--- src/rtl/rvh_pmp_chk_queue.sv ---
// PMP check request queue: in-order FIFO feeding the PMP entry array,
// with a single registered response carrying the access-fault cause.
module rvh_pmp_chk_queue #(
    parameter int unsigned DEPTH       = 4,
    parameter int unsigned PADDR_WIDTH = 56,
    parameter int unsigned TAG_WIDTH   = 4
) (
    input  logic                   clk,
    input  logic                   rstn,
    input  logic                   req_vld_i,
    output logic                   req_rdy_o,
    input  logic [PADDR_WIDTH-1:0] req_paddr_i,
    input  logic [1:0]             req_access_type_i,
    input  logic [1:0]             req_priv_lvl_i,
    input  logic [TAG_WIDTH-1:0]   req_tag_i,
    output logic                   pmp_chk_vld_o,
    output logic [PADDR_WIDTH-1:0] pmp_chk_paddr_o,
    output logic [1:0]             pmp_chk_access_type_o,
    output logic [1:0]             pmp_priv_lvl_o,
    input  logic                   pmp_chk_fail_i,
    input  logic                   csr_update_i,
    input  logic                   flush_i,
    output logic                   resp_vld_o,
    input  logic                   resp_rdy_i,
    output logic [TAG_WIDTH-1:0]   resp_tag_o,
    output logic [PADDR_WIDTH-1:0] resp_paddr_o,
    output logic                   resp_fault_o,
    output logic [4:0]             resp_excp_cause_o
);

    localparam int unsigned PW = (DEPTH > 1) ? $clog2(DEPTH) : 1;
    localparam int unsigned CW = $clog2(DEPTH + 1);

    typedef struct packed {
        logic [TAG_WIDTH-1:0]   tag;
        logic [1:0]             prv;
        logic [1:0]             acc;
        logic [PADDR_WIDTH-1:0] paddr;
    } ent_t;

    ent_t          mem [DEPTH];
    ent_t          hd;
    logic [PW-1:0] head;
    logic [PW-1:0] tail;
    logic [CW-1:0] cnt;
    logic          enq;
    logic          issue;
    logic          fault_d;
    logic [4:0]    cause_sel;
    logic [4:0]    resp_cause_q;

    assign hd = mem[head];

    assign req_rdy_o = (cnt != CW'(DEPTH)) & !flush_i;
    assign enq       = req_vld_i & req_rdy_o;
    assign issue     = (cnt != '0) & !csr_update_i & !flush_i
                     & (!resp_vld_o | resp_rdy_i);

    assign pmp_chk_vld_o         = issue;
    assign pmp_chk_paddr_o       = hd.paddr;
    assign pmp_chk_access_type_o = hd.acc;
    assign pmp_priv_lvl_o        = hd.prv;

    // Reserved access type is an unconditional fault; the rest of the
    // fail path goes straight into the response flop.
    assign fault_d = pmp_chk_fail_i | (hd.acc == 2'b11);

    always_comb begin
        cause_sel = 5'd5;
        unique case (hd.acc)
            2'b00:   cause_sel = 5'd5;
            2'b01:   cause_sel = 5'd7;
            2'b10:   cause_sel = 5'd1;
            default: cause_sel = 5'd5;
        endcase
    end

    always_ff @(posedge clk) begin
        if (enq) begin
            mem[tail] <= '{tag:   req_tag_i,
                           prv:   req_priv_lvl_i,
                           acc:   req_access_type_i,
                           paddr: req_paddr_i};
        end
    end

    always_ff @(posedge clk or negedge rstn) begin
        if (!rstn) begin
            head <= '0;
            tail <= '0;
            cnt  <= '0;
        end else if (flush_i) begin
            head <= '0;
            tail <= '0;
            cnt  <= '0;
        end else begin
            if (enq)   tail <= tail + PW'(1);
            if (issue) head <= head + PW'(1);
            if (enq && !issue)      cnt <= cnt + CW'(1);
            else if (!enq && issue) cnt <= cnt - CW'(1);
        end
    end

    always_ff @(posedge clk or negedge rstn) begin
        if (!rstn) begin
            resp_vld_o   <= 1'b0;
            resp_tag_o   <= '0;
            resp_paddr_o <= '0;
            resp_fault_o <= 1'b0;
            resp_cause_q <= '0;
        end else if (flush_i) begin
            resp_vld_o <= 1'b0;
        end else if (issue) begin
            resp_vld_o   <= 1'b1;
            resp_tag_o   <= hd.tag;
            resp_paddr_o <= hd.paddr;
            resp_fault_o <= fault_d;
            resp_cause_q <= cause_sel;
        end else if (resp_rdy_i) begin
            resp_vld_o <= 1'b0;
        end
    end

    assign resp_excp_cause_o = resp_fault_o ? resp_cause_q : 5'd0;

endmodule

--- config.mk ---
export PLATFORM = sky130hd
export DESIGN_NAME = rvh_pmp_chk_queue
export DESIGN_NICKNAME = d
export VERILOG_FILES = /design/src/rtl/rvh_pmp_chk_queue.sv
export SDC_FILE = /design/constraint.sdc
export NUM_CORES = 1
export LEC_CHECK = 0
export CORE_MARGIN = 1.5
export CORE_UTILIZATION = 58
export CTS_BUF_LIST = sky130_fd_sc_hd__clkbuf_4 sky130_fd_sc_hd__clkbuf_8 sky130_fd_sc_hd__clkbuf_16
export CTS_CLUSTER_DIAMETER = 100
export CTS_CLUSTER_SIZE = 30
export DETAILED_ROUTE_END_ITERATION = 8
export GPL_TIMING_DRIVEN = 1
export PLACE_DENSITY = 0.85
export SLEW_MARGIN = 20
export SYNTH_ARGS = -nofsm -noshare
export SYNTH_HDL_FRONTEND = slang
export SYNTH_SLANG_ARGS = --single-unit
--- constraint.sdc ---
create_clock -name clk -period 7.7 [get_ports clk]
set_clock_uncertainty 0.15 [all_clocks]
set_input_delay 1.155 -clock clk [delete_from_list [all_inputs] [get_ports clk]]
set_output_delay 1.155 -clock clk [all_outputs]
set_load 0.005 [all_outputs]
# == After elaboration in Yosys (flattened, before gate mapping) ==
# Memory sizes are Yosys's and may differ from the RTL's.
# Index checks and enable logic that the tools add are counted.
# W data, S select, Z words.
# word_totals
reg_bits,74
latch_bits,0
ram_bits,256
rom_bits,0
input_bits,71
out_inout_bits,129
word_cells,52
mem_count,1
# memory_table
memory,depth,word_bits,read_ports,rd_clocked_by_memory_dff,write_ports,line,source
mem,4,64,1,0,1,41,ent_t mem [DEPTH];
# op_classes
n_addsub,4
n_mul,0
div,0
order_cmp,0
eq_ne,4
shifts,0
mux,14
bitwise,8
reduce_logical,13
# ops
op,count
$mux W3,3
$reduce_bool A3 Y1,3
$mux W2,4
$pmux W3 S2,1
$and A1 B1 Y1,5
$logic_not A1 Y1,5
$mux W1,5
$mux W5,1
$add A2 B1 Y2 const B,2
$eq A2 B2 Y1 const B,2
$reduce_bool A2 Y1,2
$add A3 B1 Y3 const B,1
$ne A3 B3 Y1 const B,1
$sub A3 B1 Y3 const B,1
$eq A2 B1 Y1 const B,1
$logic_and A1 B1 Y1,2
$or A1 B1 Y1,2
$reduce_and A2 Y1,1
$not A1 Y1,1

# == Longest topological paths before layout ==
# Gate-level depths: netlist (run 1).
# depth
ltp_word,8
mapped_depth,9
mapped_depth_nobuf,9

# == Worst setup path before layout (run 1) ==
# OpenSTA, ideal clock, no wires.
# synth_timing
kind,input-to-reg
startpoint,input port flush_i
endpoint,memory mem[0][0] (netlist bit) (enable)
setup_time_ns,0.429
arrival_ns,3.238
required_time_ns,7.121
slack_ns,3.882
cell_stages,3
n_path_buf,1
cell_sequence,clkbuf_1 a21oi_1 and3_1
# synth_between
elab_chain_cells,5
# synth_lines
element,line,source
from (decl),22,"input logic flush_i,"
$logic_not A1 Y1,54,assign req_rdy_o = (cnt != CW'(DEPTH)) & !flush_i;
$and A1 B1 Y1,54,
via req_rdy_o,11,"output logic req_rdy_o,"
$and A1 B1 Y1,55,assign enq = req_vld_i & req_rdy_o;
$mux W1,79,if (enq) begin
$mux W1 (implied by the code),80,"mem[tail] <= '{tag: req_tag_i,"
to (decl),41,
# The timed path passes the listed nets, and every way through them passes these cells.

# == Worst setup path in the final report (run 1) ==
# layout_timing
startpoint,register head[0]
endpoint,output port pmp_chk_paddr_o[22]
# layout_between
elab_chain_cells,1
# layout_lines
element,line,source
from (decl),43,logic [PW-1:0] head;
from (signal assigned),98,if (issue) head <= head + PW'(1);
$mem_v2 Z4 W64,-,
to (decl),17,"output logic [PADDR_WIDTH-1:0] pmp_chk_paddr_o,"
# Every way passes these cells.

==> summary.txt, run 1 <==
status: finished, final reports clean
Post-DRT Antenna Nets: 0
Worst Path Max Fanout: 40
Netlist Area Pre-Place: 12720 um^2
Yosys Warn Count: 0
Crit path max-delay family: buffers and inverters
I/O Pins: 200
Synth top area share: 0.6045
final WL: 23570 um
Buf/Inv on CP: 2
met3 wire len: 1415 um
Vias: 6034
TritonRoute pass-1 iters: 5
PostCTS Resize Cnt: 0
Vias per Instance: 5.875
Core Footprint: 21290 um^2
Peak supply drop: 259.4 uV
first-pass GRT wire length: 36090 um
top cells by area, synth: edfxtp_1, dfrtp_1, mux4_2
Post-route DRC: 0
Max H-tree Level: 1
vias in the first global route: 6413
slowest cell on the critical path: dfrtp_4
CP Launch Type: flip-flop
pwr dens: 304.9 nW/um^2
Overflow after GRT: 0
gr usage total: 0.2111
Die Wd: 151.1 um
Max Transition Viols Final: 0
CP peak stage delay: 0.81 ns
Yosys top cell by area: edfxtp_1
TritonCTS clock tree: yes
Synth cell types: 46
number of cell rows: 53
Crit Path Category: flip-flop to output pin
drt wl/cell: 22.95 um
Req. time, crit path: 6.39 ns
Post-CTS Setup Inserts: 0
gpl congestion: 0.7101
Worst slew margin: 0.3101
pre-CTS setup slack: 3.507 ns
clock transition at the registers of the reported paths: 0.11 ns
# diodes: 0
Synth Register Bits: 328
average size of a mapped cell: 20.64 um^2
slack of the critical path: 3.190 ns
minimum clock period: 4.510 ns
routed length on met2: 12380 um
DRT met1 WL: 9092 um
Hold-fix buffers, CTS: 0
Max Buffers Root-to-Sink: 3
I/O Buffers: 197
initial antenna violation count: 0
setup tns final: 0 ns
hold_ws: 0.3322 ns
Worst Hold Class: flip-flop to flip-flop
RSZ-0062 raised after global routing: false
crit end category: output pin
Die ar.: 22820 um^2
Fmax: 221.7 MHz
Tot Pwr: 4.549 mW
Die Span Y: 151.1 um
Root Buffer: clkbuf_16
CP arrival: 3.20 ns
DR top layer: met4
largest net degree at the start of global routing: 73
# Max-Cap Violations: 0
Post-Syn Instances: 616
actual slew at the worst max-slew pin: 1.035 ns
final hold violation count: 0
post-synthesis sequential area ratio: 0.7462
ratio of cells with drive above 1 in the final layout: 0.2035
Layout area overhead: 17.32%
Post-DP HPWL: 14160 um
worst skew pair latency: 0.49 ns
FF-to-FF setup slack: 4.92 ns
total clock buffers created by CTS: 14
fillers: 1262
Nets: 820
Tcrit/Tclk final: 0.5857
static leakage: 4.955 nW
CP cell instances: buf_4, mux4_2, clkdlybuf4s50_1
clk sinks: 328
Initial DRC Count: 535
Initial Util: 0.5974
Setup violations, final: 0
[area by class of cell]
| cell class | count | area (um^2) | area share |
|---|---|---|---|
| timing repair buffer | 199 | 1988 | 0.1333 |
| multi-input combinational | 193 | 2611 | 0.1750 |
| clock buffer | 24 | 449.2 | 0.03011 |
| sequential | 328 | 9497 | 0.6365 |
| tap | 275 | 344.1 | 0.02306 |
| inverter | 8 | 30.03 | 0.002013 |
[metrics by stage]
step,instances,util,area (um^2)
final,1027,0.7009,14920
after global routing,1027,0.7009,14920
after detailed placement,1003,0.6796,14470
after CTS,1027,0.7007,14920
after floorplan,617,-,12720
after global placement,1003,0.6796,14470
[worst reg2reg max path, cell delays in order (launching register included)]
cell and delay (ns):
dfrtp_1 0.36, nor2b_1 0.69, nor3_1 0.19, nor2_1 0.20, fa_1 0.20, inv_1 0.10
nor4_1 0.31, nor3_1 0.10, a2111oi_0 0.34
[Yosys cell counts (all sizes together)]
cell type	instances
o311ai	1
nand3	2
mux2	60
clkbuf	4
or2	2
nor2	12
nor4b	1
o31a	1
ha	4
or3	1
a31oi	1
nand3b	1
a2111oi	1
or4	1
o32ai	1
mux4	64
o22ai	1
nand2b	1
nor3	3
a211oi	1
and2	3
a2111o	1
a21o	1
nor2b	1
conb	1
and3	5
nand2	6
edfxtp	256
or3b	1
o21ai	1
o221ai	1
a21oi	5
buf	84
nor4	2
fa	1
xnor2	3
dfrtp	72
inv	8
mux2i	1
[where the power goes]
part / switching [mW] / internal (mW)
registers: 0.168 / 2.16
clock network: 0.499 / 0.407
logic: 0.465 / 0.847
[worst paths after layout]
| kind | start | cells past startpoint | endpoint |
|---|---|---|---|
| hold / removal | resp_cause_q[0] | 1 | resp_cause_q[0] |
| max in group asynchronous | rstn | 1 | head[1] |
| hold reg to reg | resp_cause_q[0] | 1 | resp_cause_q[0] |
| setup reg to reg | resp_vld_o | 8 | cnt[2] |
| setup / recovery | head[0] | 3 | pmp_chk_paddr_o[22] |
| min in group asynchronous | rstn | 1 | resp_paddr_o[38] |
[state kept, by name (all words and copies together), names as in the netlist, 2 cells and up]
signal	flops
mem	256
resp_paddr_o	56
resp_tag_o	4
cnt	3
resp_cause_q	3
head	2
tail	2
[placed cells by master (no fill, tap or decap), types with 2 or more instances in the layout]
| cell type | synthesis | final |
|---|---|---|
| a21oi_1 | 4 | 4 |
| and2_1 | 3 | 3 |
| and3_4 | 0 | 4 |
| buf_4 | 68 | 2 |
| clkbuf_16 | 0 | 15 |
| clkbuf_4 | 0 | 8 |
| clkdlybuf4s50_1 | 0 | 196 |
| conb_1 | 1 | 2 |
| dfrtp_1 | 72 | 70 |
| dfrtp_4 | 0 | 2 |
| edfxtp_1 | 256 | 256 |
| ha_1 | 4 | 4 |
| inv_1 | 8 | 8 |
| mux2_1 | 12 | 12 |
| mux2_2 | 48 | 48 |
| mux4_2 | 64 | 64 |
| nand2_1 | 6 | 6 |
| nand3_1 | 2 | 2 |
| nor2_1 | 12 | 12 |
| nor3_1 | 2 | 2 |
| or2_2 | 2 | 2 |
| xnor2_1 | 3 | 3 |
[logic make-up after synthesis]
| logic type | share of synthesized area |
|---|---|
| other cells | 0.0002949 |
| mux | 0.1673 |
| buf+inv | 0.05106 |
| simple gates | 0.01840 |
| compound gates | 0.009250 |
| fa+ha+maj | 0.005510 |
| xor+xnor | 0.002066 |
| flops | 0.7462 |
[per-layer routing]
metal / global-route usage / vias up
met5: 0 / -
met4: 0.05825 / 0
met3: 0.03825 / 53
met2: 0.3728 / 230
met1: 0.2709 / 3154
li1: - / 2597
(Power assumes the default switching activity.)
==> run 2: changes to the inputs <==
--- a/config.mk
+++ b/config.mk
@@ -6,13 +6,13 @@
 export NUM_CORES = 1
 export LEC_CHECK = 0
 export CORE_MARGIN = 1.5
-export CORE_UTILIZATION = 58
+export CORE_UTILIZATION = 48
 export CTS_BUF_LIST = sky130_fd_sc_hd__clkbuf_4 sky130_fd_sc_hd__clkbuf_8 sky130_fd_sc_hd__clkbuf_16
 export CTS_CLUSTER_DIAMETER = 100
 export CTS_CLUSTER_SIZE = 30
 export DETAILED_ROUTE_END_ITERATION = 8
 export GPL_TIMING_DRIVEN = 1
-export PLACE_DENSITY = 0.85
+export PLACE_DENSITY = 0.75
 export SLEW_MARGIN = 20
 export SYNTH_ARGS = -nofsm -noshare
 export SYNTH_HDL_FRONTEND = slang
==> constraint.sdc (replaced) <==
create_clock -name clk -period 3.7 [get_ports clk]
set_clock_uncertainty 0.15 [all_clocks]
set_input_delay 0.555 -clock clk [delete_from_list [all_inputs] [get_ports clk]]
set_output_delay 0.555 -clock clk [all_outputs]
set_load 0.005 [all_outputs]
==> run 2 against run 1 <==
Hold slack worse by 0.0011 ns; routed wire length is 0.33% lower; final area is 1.9% higher; core utilization is 12 points lower; setup slack worse by 2.7 ns; largest cell class unchanged.
==> summary.txt, run 2 (synthesized netlist as in run 1, its figures left out) <==
RSZ-0062 raised after global routing: false
minimum clock period: 3.182 ns
Max H-tree Level: 1
ratio of cells with drive above 1 in the final layout: 0.2147
vias in the first global route: 6505
CP Capture Point: pmp_chk_paddr_o[27]
met2 GRT Util: 0.3027
Crit Path Category: flip-flop to output pin
Vias per Instance: 5.464
TritonRoute pass-1 iters: 4
pwr dens: 628.3 nW/um^2
actual slew at the worst max-slew pin: 0.8294 ns
CP Launch Point: head[1]
I/O Pins: 200
Max Buffers Root-to-Sink: 3
Die Wd: 165.8 um
# Max-Cap Violations: 0
status: finished, final reports clean
Tot Pwr: 9.547 mW
Nets: 832
commonest non-fill, non-tap cells in the layout: edfxtp_1, clkdlybuf4s50_1, dfrtp_1, mux4_2, mux2_2
Largest register FFs: 256
cells on worst reg2reg path: 8
initial antenna violation count: 0
met3 Track Usage GR: 0.03908
FF-to-FF setup slack: 1.10 ns
GR Util met1: 0.2269
Setup violations, final: 0
Final Instance Count excl. Fillers: 1099
largest net degree at the start of global routing: 73
drt wl/cell: 21.37 um
leading cell type in the layout, fill and taps excluded: edfxtp_1
setup tns final: 0 ns
pre-CTS setup slack: 0.5620 ns
CP Launch Type: flip-flop
Worst slew margin: 0.4459
Worst Path Max Fanout: 34
Die ar.: 27480 um^2
CP cell instances: buf_12, mux4_2, clkdlybuf4s50_1
Fmax: 314.2 MHz
Max Transition Viols Final: 0
Post-DP HPWL: 15190 um
Top Usage Layer GRT: met2
static leakage: 5.043 nW
Tcrit/Tclk final: 0.8601
crit end category: output pin
CP peak stage delay: 0.79 ns
Initial DRC Count: 470
final hold violation count: 0
Placed Cells: 1073
Peak supply drop: 508.7 uV
Post-DRT Antenna Nets: 0
Initial Util: 0.4880
largest registers: mem: 256 flops, resp_paddr_o: 56 flops, resp_tag_o: 4 flops
Most flops, register: mem
slowest cell on the critical path: dfrtp_4
hold_ws: 0.3311 ns
number of cell rows: 59
final WL: 23490 um
worst skew pair latency: 0.49 ns
clock transition at the registers of the reported paths: 0.11 ns
final core occ: 0.5831
Die Span Y: 165.8 um
total clock buffers created by CTS: 15
clk sinks: 328
TritonCTS clock tree: yes
RR Endpoint: cnt[2]
gpl congestion: 0.7674
I/O Buffers: 197
Worst Hold Class: flip-flop to flip-flop
gr usage total: 0.1736
Overflow after GRT: 0
slack of the critical path: 0.5178 ns
fillers: 1879
design area: 15200 um^2
Post-route DRC: 0
PostCTS Resize Cnt: 0
Root Buffer: clkbuf_16
# diodes: 0
first-pass GRT wire length: 37240 um
Crit Reg-Reg Startpoint: resp_vld_o
Core Footprint: 26060 um^2
CP arrival: 2.48 ns
Vias: 6005
Layout area overhead: 19.49%
placed cell areas: 14720 um^2
Req. time, crit path: 2.99 ns
run 2: cell types whose count changed in the layout (fill, tap and decap cells not counted):
cell / change
inv_16: +1
clkbuf_4: -1
buf_12: +8
dlygate4sd3_1: +1
inv_6: +1
clkbuf_8: -1
clkinv_4: +1
buf_4: +2
run 2: layout make-up:
class / instances / area (um^2) / area share
flip-flops and latches: 328 / 9497 / 0.6249
multi-input cells: 193 / 2611 / 0.1718
repair buffers: 210 / 2173 / 0.1430
clock buffers: 22 / 427.9 / 0.02816
well taps: 335 / 419.2 / 0.02758
clock inverters: 3 / 37.54 / 0.002470
inverters: 8 / 30.03 / 0.001976
run 2: critical path: cells and delay by family, from the launching register on:
family	cells	cell delay (ns)
buffers and inverters	2	0.79
DFF	1	0.79
muxes	1	0.38
run 2: worst min-delay path by stage:
| stage | from | cells past startpoint | end |
|---|---|---|---|
| floorplan | rstn | 0 | cnt[0] |
| global placement | resp_cause_q[0] | 1 | resp_cause_q[0] |
| detailed placement | resp_cause_q[0] | 1 | resp_cause_q[0] |
| CTS | rstn | 1 | resp_paddr_o[11] |
| global route | resp_cause_q[0] | 1 | resp_cause_q[0] |
| finish | resp_cause_q[0] | 1 | resp_cause_q[0] |
run 2: power by group:
| part | switching, mW | leakage, nW | internal (mW) |
|---|---|---|---|
| registers | 0.272 | 3.18 | 4.50 |
| clock network | 1.07 | 0.235 | 0.841 |
| logic | 1.05 | 1.63 | 1.81 |
run 2: per-layer routing:
layer	up-vias	share of wire	wire (um)
li1	2623	-	-
met1	3131	0.41	9677
met2	223	0.50	11800
met3	28	0.070	1651
met4	0	0.015	355
met5	-	0	0
run 2: what timing repair did:
action                                 4_1_cts  5_1_grt
endpoints found under the hold margin        0       30
hold buffers                                 0        1
buffers inserted                             0        0
